## config.mk

```make
export PLATFORM = sky130hd
export DESIGN_NAME = perf_counter_reporter_flat
export DESIGN_NICKNAME = d
export VERILOG_FILES = /design/src/rtl/perf_counter_reporter_if.sv /design/src/rtl/perf_counter_reporter.sv /design/src/flat_wrapper.sv
export SDC_FILE = /design/constraint.sdc
export NUM_CORES = 1
export LEC_CHECK = 0
export ABC_AREA = 1
export BUFFER_PORTS_ARGS = -buffer_cell sky130_fd_sc_hd__buf_2
export CORE_MARGIN = 4
export CORE_UTILIZATION = 60
export CTS_BUF_LIST = sky130_fd_sc_hd__clkbuf_8
export CTS_CLUSTER_DIAMETER = 120
export DETAILED_ROUTE_END_ITERATION = 8
export PLACE_DENSITY_LB_ADDON = 0.05
export SLEW_MARGIN = 0
export SYNTH_ARGS = -nofsm -noshare
export SYNTH_HDL_FRONTEND = slang
export SYNTH_SLANG_ARGS = --single-unit
```

## constraint.sdc

```tcl
create_clock -name clk -period 3.3 [get_ports clk]
set_input_delay 0.825 -clock clk [delete_from_list [all_inputs] [get_ports clk]]
set_output_delay 0.825 -clock clk [all_outputs]
set_load 0.01 [all_outputs]
```

## src/rtl/perf_counter_reporter_if.sv

```systemverilog
// Valid/ready byte stream from the counter reporter to the debug UART transmitter.
interface perf_counter_reporter_if;
    logic       tx_valid;
    logic       tx_ready;
    logic [7:0] tx_data;

    // Byte source: presents bytes, observes sink readiness
    modport master (
        output tx_valid,
        output tx_data,
        input  tx_ready
    );

    // Byte sink: consumes bytes, signals readiness
    modport slave (
        input  tx_valid,
        input  tx_data,
        output tx_ready
    );
endinterface

```

## src/rtl/perf_counter_reporter.sv

```systemverilog
// Snapshots four performance counters on program completion or a manual
// request, then streams them as a 14-byte frame (header, 4x24-bit counters
// MSB first, XOR checksum) over a valid/ready byte interface.
module perf_counter_reporter #(
    parameter logic [7:0] HEADER = 8'hA5
) (
    input  logic                     clk,
    input  logic                     rst,
    input  logic                     finish,
    input  logic                     report_req,
    input  logic [18:0]              instruction_count,
    input  logic [18:0]              aritmetric_count,
    input  logic [18:0]              memory_count,
    input  logic [18:0]              stall_count,
    perf_counter_reporter_if.master  tx,
    output logic                     busy,
    output logic                     done
);

    localparam int unsigned CNT_W    = 19;
    localparam int unsigned WIRE_W   = 24;
    localparam int unsigned BYTE_W   = 8;
    localparam int unsigned IDX_W    = 4;
    localparam int unsigned LAST_IDX = 13;

    typedef enum logic [1:0] {
        ST_IDLE = 2'd0,
        ST_SEND = 2'd1,
        ST_DONE = 2'd2
    } state_e;

    state_e              state_q, state_d;
    logic [IDX_W-1:0]    byte_idx_q, byte_idx_d;
    logic [BYTE_W-1:0]   csum_q, csum_d;
    logic [CNT_W-1:0]    snap_instr_q, snap_instr_d;
    logic [CNT_W-1:0]    snap_arith_q, snap_arith_d;
    logic [CNT_W-1:0]    snap_mem_q, snap_mem_d;
    logic [CNT_W-1:0]    snap_stall_q, snap_stall_d;
    logic                tx_valid_q, tx_valid_d;
    logic [BYTE_W-1:0]   tx_data_q, tx_data_d;
    logic                busy_q, busy_d;
    logic                done_q, done_d;
    logic                finish_q;

    logic                trigger_c;
    logic [BYTE_W-1:0]   csum_acc_c;

    // Selects the frame byte for a given position from the snapshot set
    function automatic logic [BYTE_W-1:0] frame_byte(
        input logic [IDX_W-1:0]  idx,
        input logic [BYTE_W-1:0] csum,
        input logic [CNT_W-1:0]  c_instr,
        input logic [CNT_W-1:0]  c_arith,
        input logic [CNT_W-1:0]  c_mem,
        input logic [CNT_W-1:0]  c_stall
    );
        logic [WIRE_W-1:0] word;
        logic [BYTE_W-1:0] b;
        word = '0;
        b    = '0;
        case (idx)
            4'd1, 4'd2, 4'd3:    word = WIRE_W'(c_instr);
            4'd4, 4'd5, 4'd6:    word = WIRE_W'(c_arith);
            4'd7, 4'd8, 4'd9:    word = WIRE_W'(c_mem);
            4'd10, 4'd11, 4'd12: word = WIRE_W'(c_stall);
            default:             word = '0;
        endcase
        case (idx)
            4'd0:                         b = HEADER;
            4'd1, 4'd4, 4'd7, 4'd10:      b = word[23:16];
            4'd2, 4'd5, 4'd8, 4'd11:      b = word[15:8];
            4'd3, 4'd6, 4'd9, 4'd12:      b = word[7:0];
            default:                      b = csum;
        endcase
        return b;
    endfunction

    // Rising edge of finish or a manual request starts a frame (only used in IDLE)
    assign trigger_c  = (finish & ~finish_q) | report_req;
    // Checksum including the byte currently on the bus
    assign csum_acc_c = csum_q ^ tx_data_q;

    assign tx.tx_valid = tx_valid_q;
    assign tx.tx_data  = tx_data_q;
    assign busy        = busy_q;
    assign done        = done_q;

    // Finish edge detector; resets high so a level already asserted never triggers
    always_ff @(posedge clk or negedge rst) begin
        if (!rst) begin
            finish_q <= 1'b1;
        end else begin
            finish_q <= finish;
        end
    end

    // State, snapshot and output registers
    always_ff @(posedge clk or negedge rst) begin
        if (!rst) begin
            state_q      <= ST_IDLE;
            byte_idx_q   <= '0;
            csum_q       <= '0;
            snap_instr_q <= '0;
            snap_arith_q <= '0;
            snap_mem_q   <= '0;
            snap_stall_q <= '0;
            tx_valid_q   <= 1'b0;
            tx_data_q    <= '0;
            busy_q       <= 1'b0;
            done_q       <= 1'b0;
        end else begin
            state_q      <= state_d;
            byte_idx_q   <= byte_idx_d;
            csum_q       <= csum_d;
            snap_instr_q <= snap_instr_d;
            snap_arith_q <= snap_arith_d;
            snap_mem_q   <= snap_mem_d;
            snap_stall_q <= snap_stall_d;
            tx_valid_q   <= tx_valid_d;
            tx_data_q    <= tx_data_d;
            busy_q       <= busy_d;
            done_q       <= done_d;
        end
    end

    // Next-state and next-output logic
    always_comb begin
        state_d      = state_q;
        byte_idx_d   = byte_idx_q;
        csum_d       = csum_q;
        snap_instr_d = snap_instr_q;
        snap_arith_d = snap_arith_q;
        snap_mem_d   = snap_mem_q;
        snap_stall_d = snap_stall_q;
        tx_valid_d   = tx_valid_q;
        tx_data_d    = tx_data_q;
        busy_d       = busy_q;
        done_d       = 1'b0;

        case (state_q)
            ST_IDLE: begin
                tx_valid_d = 1'b0;
                busy_d     = 1'b0;
                if (trigger_c) begin
                    snap_instr_d = instruction_count;
                    snap_arith_d = aritmetric_count;
                    snap_mem_d   = memory_count;
                    snap_stall_d = stall_count;
                    byte_idx_d   = '0;
                    csum_d       = '0;
                    tx_valid_d   = 1'b1;
                    tx_data_d    = HEADER;
                    busy_d       = 1'b1;
                    state_d      = ST_SEND;
                end
            end
            ST_SEND: begin
                if (tx.tx_ready) begin
                    csum_d = csum_acc_c;
                    if (byte_idx_q == IDX_W'(LAST_IDX)) begin
                        tx_valid_d = 1'b0;
                        busy_d     = 1'b0;
                        done_d     = 1'b1;
                        state_d    = ST_DONE;
                    end else begin
                        byte_idx_d = byte_idx_q + IDX_W'(1);
                        tx_data_d  = frame_byte(byte_idx_d, csum_acc_c, snap_instr_q,
                                                snap_arith_q, snap_mem_q, snap_stall_q);
                    end
                end
            end
            ST_DONE: begin
                tx_valid_d = 1'b0;
                busy_d     = 1'b0;
                state_d    = ST_IDLE;
            end
            default: begin
                tx_valid_d = 1'b0;
                busy_d     = 1'b0;
                state_d    = ST_IDLE;
            end
        endcase
    end

endmodule

```

## src/flat_wrapper.sv

```systemverilog
// flat-port wrapper written by rule: the top's interface ports become plain ports
module perf_counter_reporter_flat 
#(
    parameter logic [7:0] HEADER = 8'hA5
)
  (clk, rst, finish, report_req, instruction_count, aritmetric_count, memory_count, stall_count, busy, done, tx_tx_valid, tx_tx_data, tx_tx_ready);
  perf_counter_reporter_if tx_i ();
  input  logic clk;
  input  logic rst;
  input  logic finish;
  input  logic report_req;
  input  logic [18:0] instruction_count;
  input  logic [18:0] aritmetric_count;
  input  logic [18:0] memory_count;
  input  logic [18:0] stall_count;
  output logic busy;
  output logic done;
  output wire logic [$bits(tx_i.tx_valid)-1:0] tx_tx_valid;
  output wire logic [$bits(tx_i.tx_data)-1:0] tx_tx_data;
  input wire logic [$bits(tx_i.tx_ready)-1:0] tx_tx_ready;
  assign tx_tx_valid = tx_i.tx_valid;
  assign tx_tx_data = tx_i.tx_data;
  assign tx_i.tx_ready = tx_tx_ready;
  perf_counter_reporter #(.HEADER(HEADER)) u_core (.clk(clk), .rst(rst), .finish(finish), .report_req(report_req), .instruction_count(instruction_count), .aritmetric_count(aritmetric_count), .memory_count(memory_count), .stall_count(stall_count), .tx(tx_i), .busy(busy), .done(done));
endmodule
```

# After elaboration in Yosys (flattened, before gate mapping)
# Index checks and enable logic that the tools add are counted.
# word_totals
ram_bits,0
mem_count,0
output_inout_bits,11
reg_bits,101
rom_bits,0
latchBits,0
elab_cells,73
in_bits,81
# op_classes
n_mul,0
n_addsub,1
n_shift,0
n_lt_le_gt_ge,0
n_bitwise,4
n_reduce_logical,15
n_div,0
n_mux,24
n_eq_ne,18
# ops
op,count
one-hot mux 19 bit (4 select lines),1
2-to-1 mux 8 bit,5
one-hot mux 8 bit (2 select lines),2
one-hot mux 8 bit (4 select lines),1
== test 4 bit (second input constant),6
== test 4 x 3 -> 1 bit (second input constant),4
2-to-1 mux 4 bit,3
OR reduction 3 bit,4
OR reduction 4 bit,3
== test 4 x 2 -> 1 bit (second input constant),2
one-hot mux 4 bit (2 select lines),1
bitwise XOR 8 bit,1
2-to-1 mux 1 bit,6
2-to-1 mux 2 bit,3
AND reduction 3 bit,2
adder 4 x 1 -> 4 bit (second input constant),1
== test 4 x 1 -> 1 bit (second input constant),1
zero test 4 bit,1
!= test 2 x 1 -> 1 bit (second input constant),2
!= test 2 bit (second input constant),2
one-hot mux 2 bit (2 select lines),1
AND reduction 2 bit,2
AND reduction 4 bit,1
== test 2 x 1 -> 1 bit (second input constant),1
other kinds (6),6

# Depth between registers and ports, before layout
# depth
depth_word,8
depth_mapped,14
depth_no_buf,13

# Worst setup path before layout
# OpenSTA, ideal clock, no wires.
# synth_timing
path_type,input to register
start,in report_req
end,reg u_core.byte_idx_q[1]
required_ps,3164
setup_ps,136
path_stages,9
n_path_buf,0
t_arrival_ps,1980
setup_slack_ps,1184
path_cell_list,o21bai_1 nand3_2 inv_2 a21oi_2 nor2_1 nand2_1 clkinv_1 nand2_1 o21ai_0
# synth_between
elab_chain_cells,3
# synth_rtl
item,line,text
"start, declared",flat_wrapper.sv:11,input logic report_req;
bitwise OR 1 bit,perf_counter_reporter.sv:79,assign trigger_c = (finish & ~finish_q) | report_req;
!= test 2 x 1 -> 1 bit (no line),-,
AND reduction 4 bit (no line),-,
"end signal, assigned",perf_counter_reporter.sv:113,byte_idx_q <= byte_idx_d;
"end, declared",perf_counter_reporter.sv:33,"logic [IDX_W-1:0] byte_idx_q, byte_idx_d;"
# No other way between the ends.
# A chain may end at the register's enable or synchronous reset.

# Worst setup path after layout
# layout_timing
start,reg u_core.byte_idx_q[0]
end,"reg u_core.tx_data_q[1], in the netlist u_core.tx.tx_data[1]"
# layout_between
elab_chain_cells,8
elab_cells_between_ends,29
cone_classes,1 x add/sub; 14 x eq/ne; 5 x mux; 9 x reduce/logical
# layout_rtl
item,line,text
adder 4 x 1 -> 4 bit,perf_counter_reporter.sv:166,byte_idx_d = byte_idx_q + IDX_W'(1);
"== test 4 bit, or another cell as far along","perf_counter_reporter.sv:61, perf_counter_reporter.sv:68",
OR reduction 3 bit,perf_counter_reporter.sv:61,case (idx)
one-hot mux 19 bit (4 select lines),perf_counter_reporter.sv:61,
one-hot mux 8 bit (4 select lines),perf_counter_reporter.sv:68,case (idx)
2-to-1 mux 8 bit,perf_counter_reporter.sv:160,if (byte_idx_q == IDX_W'(LAST_IDX)) begin
2-to-1 mux 8 bit,perf_counter_reporter.sv:158,if (tx.tx_ready) begin
one-hot mux 8 bit (2 select lines),perf_counter_reporter.sv:140,case (state_q)
"end signal, assigned",perf_counter_reporter.sv:120,tx_data_q <= tx_data_d;
"end, declared",perf_counter_reporter.sv:40,"logic [BYTE_W-1:0] tx_data_q, tx_data_d;"
# Several ways; a longest one is shown, not always the timed one. The select of a mux whose other input is x is not followed.

==> impl_metrics.py <==
metrics = {
    "clock_tree": {
        "cts_buffers": 9,
        "cts_setup_buffers": 0,
        "insertion_delay_ns": 0.36,
        "cts_num_sinks": 101,
        "cts-htree-levels": 3,
        "path_clk_slew_ns": 0.10,
        "clockBufferDepth": 2,
        "cts_resized": 0,
        "cts_tree": "built",
        "cts_hold_buf": 0,
        "cts_root_buf": "clkbuf_8",
    },
    "timing": {
        "final_max_slew_viol_count": 0,
        "hold_slack_ns": 0.441,
        "setup_viol": 0,
        "final-hold-violation-count": 0,
        "worst_slew_pin_slew_ns": 0.879,
        "relSlewSlack_pct": 41.4,
        "tns_ns": 0,
        "period_share_pct": 81.6,
        "max_freq_ghz": 0.371,
        "min_period_ns": 2.69,
        "rsz0062_at_grt": "no",
        "fin_skew_ns": 0.00863,
    },
    "setup_path": {
        "cp-start-kind": "register",
        "worstSetupPathType": "reg -> reg",
        "worstSetupEndpointType": "register",
        "cpMostUsedCell": "nand2_1",
        "arrival_ns": 2.99,
        "slowest_stage": "dfrtp_1",
        "crit_required_ns": 3.59,
        "crit_family": "simple AND/OR/NAND/NOR gates",
        "crit_path_max_incr_delay_ns": 0.48,
        "path_max_fanout": 12,
        "cp_num_buf_inv": 1,
        "path_cells": "ha_1 > xnor2_2 > o211ai_1 > nand2_1 > inv_1 > o21ai_0 > o21ai_1 > nand4_1 > nand3_1 > nand2_1",
    },
    "synthesis": {
        "yosysWarnings": 0,
        "synth_area_per_cell_um2": 7.94,
        "synth_nets": 695,
        "ys_types": 32,
        "syn-instance-count": 609,
        "synth-seq-area-share_pct": 52.3,
        "syn_area_um2": 4840,
        "synth_seq_cells": 101,
    },
    "route": {
        "viasPerCell": 5.28,
        "first_pass_iters": 5,
        "via_count": 4220,
        "routed_wl_mm": 12.2,
        "wire_per_inst_um": 15.3,
        "drc": 0,
        "drt_iter0_drc": 266,
        "route.antenna.remaining_nets": 0,
    },
    "die": {
        "initial_core_util_pct": 62.3,
        "ioPinCount": 92,
        "fp.dieH_um": 97.8,
        "rows": 32,
        "core_um2": 7770,
        "die_x_um": 97.8,
        "dieArea_um2": 9560,
    },
    "placed_design": {
        "place_congestion": 0.924,
        "hpwlAfterDp_mm": 8.82,
        "port_buffers": 91,
    },
    "global_routing": {
        "overflow": 0,
        "antenna_found_initial": 0,
        "grt_pass1_wl_mm": 20.3,
        "grt_max_degree": 102,
        "grt_usage_pct": 26.4,
        "grt_pass1_vias": 4152,
    },
    "finish": {
        "syn_to_final_growth_pct": 14.5,
        "fill_cells": 640,
        "post-route-util_pct": 71.3,
        "seq_area_um2": 2530,
        "fin_nets": 778,
        "multi_input_area_um2": 2030,
        "layout_commonest_cell": "nand2_1",
        "drive_gt1_share_pct": 18.5,
        "final_cell_mix": "nand2_1 (298), dfrtp_1 (100), buf_2 (90)",
        "diodes": 0,
    },
    "min_path": {
        "hold_class": "in -> async",
    },
    "job": {
        "cap_violations": 0,
    },
    "power_and_ir_drop": {
        "p_leak_nw": 2.99,
        "p_per_area_nw_per_um2": 884,
        "p_total_mw": 4.89,
        "peakVddDrop_uv": 434,
    },
    "outcome": {
        "status": "finished clean",
    },
}
-- metrics by stage --
step,setup WS (ns),cell area (um^2),instances
after floorplan,1.18,4840,609
after global routing,0.361,5540,799
after global placement,0.603,5350,783
final,0.606,5540,799
after CTS,0.653,5540,799
after detailed placement,0.577,5350,783
-- sequential cells by signal (all words and copies together), names as in the netlist --
name	cells
u_core.tx.tx_data	8
u_core.finish_q	1
u_core.snap_arith_q	19
u_core.snap_stall_q	19
u_core.done	1
u_core.byte_idx_q	4
u_core.snap_mem_q	19
u_core.snap_instr_q	19
u_core.state_q	2
u_core.tx.tx_valid	1
u_core.csum_q	8
-- final cells by class --
| type | instances | area share [%] |
|---|---|---|
| Clock inverter | 5 | 0.655 |
| Clock buffer | 11 | 2.73 |
| Inverter | 43 | 2.92 |
| Multi-Input combinational cell | 442 | 36.7 |
| Sequential cell | 101 | 45.7 |
| Tap cell | 102 | 2.31 |
| Timing Repair Buffer | 95 | 9.04 |
-- path summary, 6_finish.rpt --
check | start | end | slack, ns | depth (start not counted)
worst max register to register | u_core.byte_idx_q[0]$_DFFE_PN0P_ | u_core.tx.tx_data[1]$_DFFE_PN0P_ | 0.61 | 10
worst max-delay path | u_core.byte_idx_q[0]$_DFFE_PN0P_ | u_core.tx.tx_data[1]$_DFFE_PN0P_ | 0.61 | 10
worst min register to register | u_core.snap_arith_q[18]$_DFFE_PN0P_ | u_core.snap_arith_q[18]$_DFFE_PN0P_ | 0.49 | 2
worst min-delay path | rst | u_core.snap_stall_q[14]$_DFFE_PN0P_ | 0.44 | 1
max in group asynchronous | rst | u_core.finish_q$_DFF_PN1_ | 2.10 | 2
min in group clk | u_core.snap_arith_q[18]$_DFFE_PN0P_ | u_core.snap_arith_q[18]$_DFFE_PN0P_ | 0.49 | 2
-- power breakdown --
part | internal (mW) | switching (mW) | leakage, nW
Sequential | 1.79 | 0.312 | 1.26
Clock | 0.316 | 0.422 | 0.0929
Combinational | 0.683 | 1.37 | 1.64
Total | 2.78 | 2.11 | 2.99
-- cell usage after synthesis --
cell       number  area, um^2
buf_4           2        15.0
nand2_2         1        6.26
o31ai_1         9        67.6
inv_1          40         150
nand2_1       298        1120
nand3_2         3        30.0
a21oi_2         1        8.76
dfrtp_1       100        2500
o22ai_1         5        31.3
o21ai_0        51         255
xnor2_1         8        70.1
o21bai_1        1        7.51
ha_1            5        62.6
o211ai_1        2        15.0
nand3_1        19        95.1
nor2_2          3        18.8
nand4_1         7        43.8
nor2_4          1        11.3
buf_6           3        33.8
dfstp_2         1        26.3
a21oi_1         3        15.0
nand4_2         1        12.5
or2_2           3        18.8
nor2_8          1        20.0
inv_2           2        7.51
a2bb2oi_1       2        17.5
clkbuf_1       18        67.6
xnor2_2         1        16.3
xor2_2          1        16.3
nor2_1          6        22.5
o21ai_1        10        50.1
clkinv_1        1        3.75
-- routing by layer --
layer / routed length, um / global-route usage, % / vias to the layer above / part of all wire (%)
li1: - / - / 2089 / -
met1: 5490 / 36.9 / 1974 / 45
met2: 5880 / 42.3 / 139 / 48
met3: 643 / 4.93 / 18 / 5.3
met4: 204 / 7.99 / 0 / 1.7
met5: 0 / 0 / - / 0
-- worst register-to-register path: stages (launching register included) --
cell      delay (ns)
dfrtp_1         0.48
ha_1            0.31
xnor2_2         0.36
o211ai_1        0.16
nand2_1         0.44
inv_1           0.27
o21ai_0         0.25
o21ai_1         0.11
nand4_1         0.12
nand3_1         0.08
nand2_1         0.07
-- kinds of logic (layout without fill, tap and decap cells) --
kind of cell | after synthesis | after routing | share of synthesized area (%)
flops | 101 | 101 | 52.3
simple gates | 343 | 343 | 28.9
buf+inv | 66 | 154 | 5.74
xor+xnor | 10 | 10 | 2.12
fa+ha+maj | 5 | 5 | 1.29
compound gates | 84 | 84 | 9.67
(Power assumes the default switching activity.)
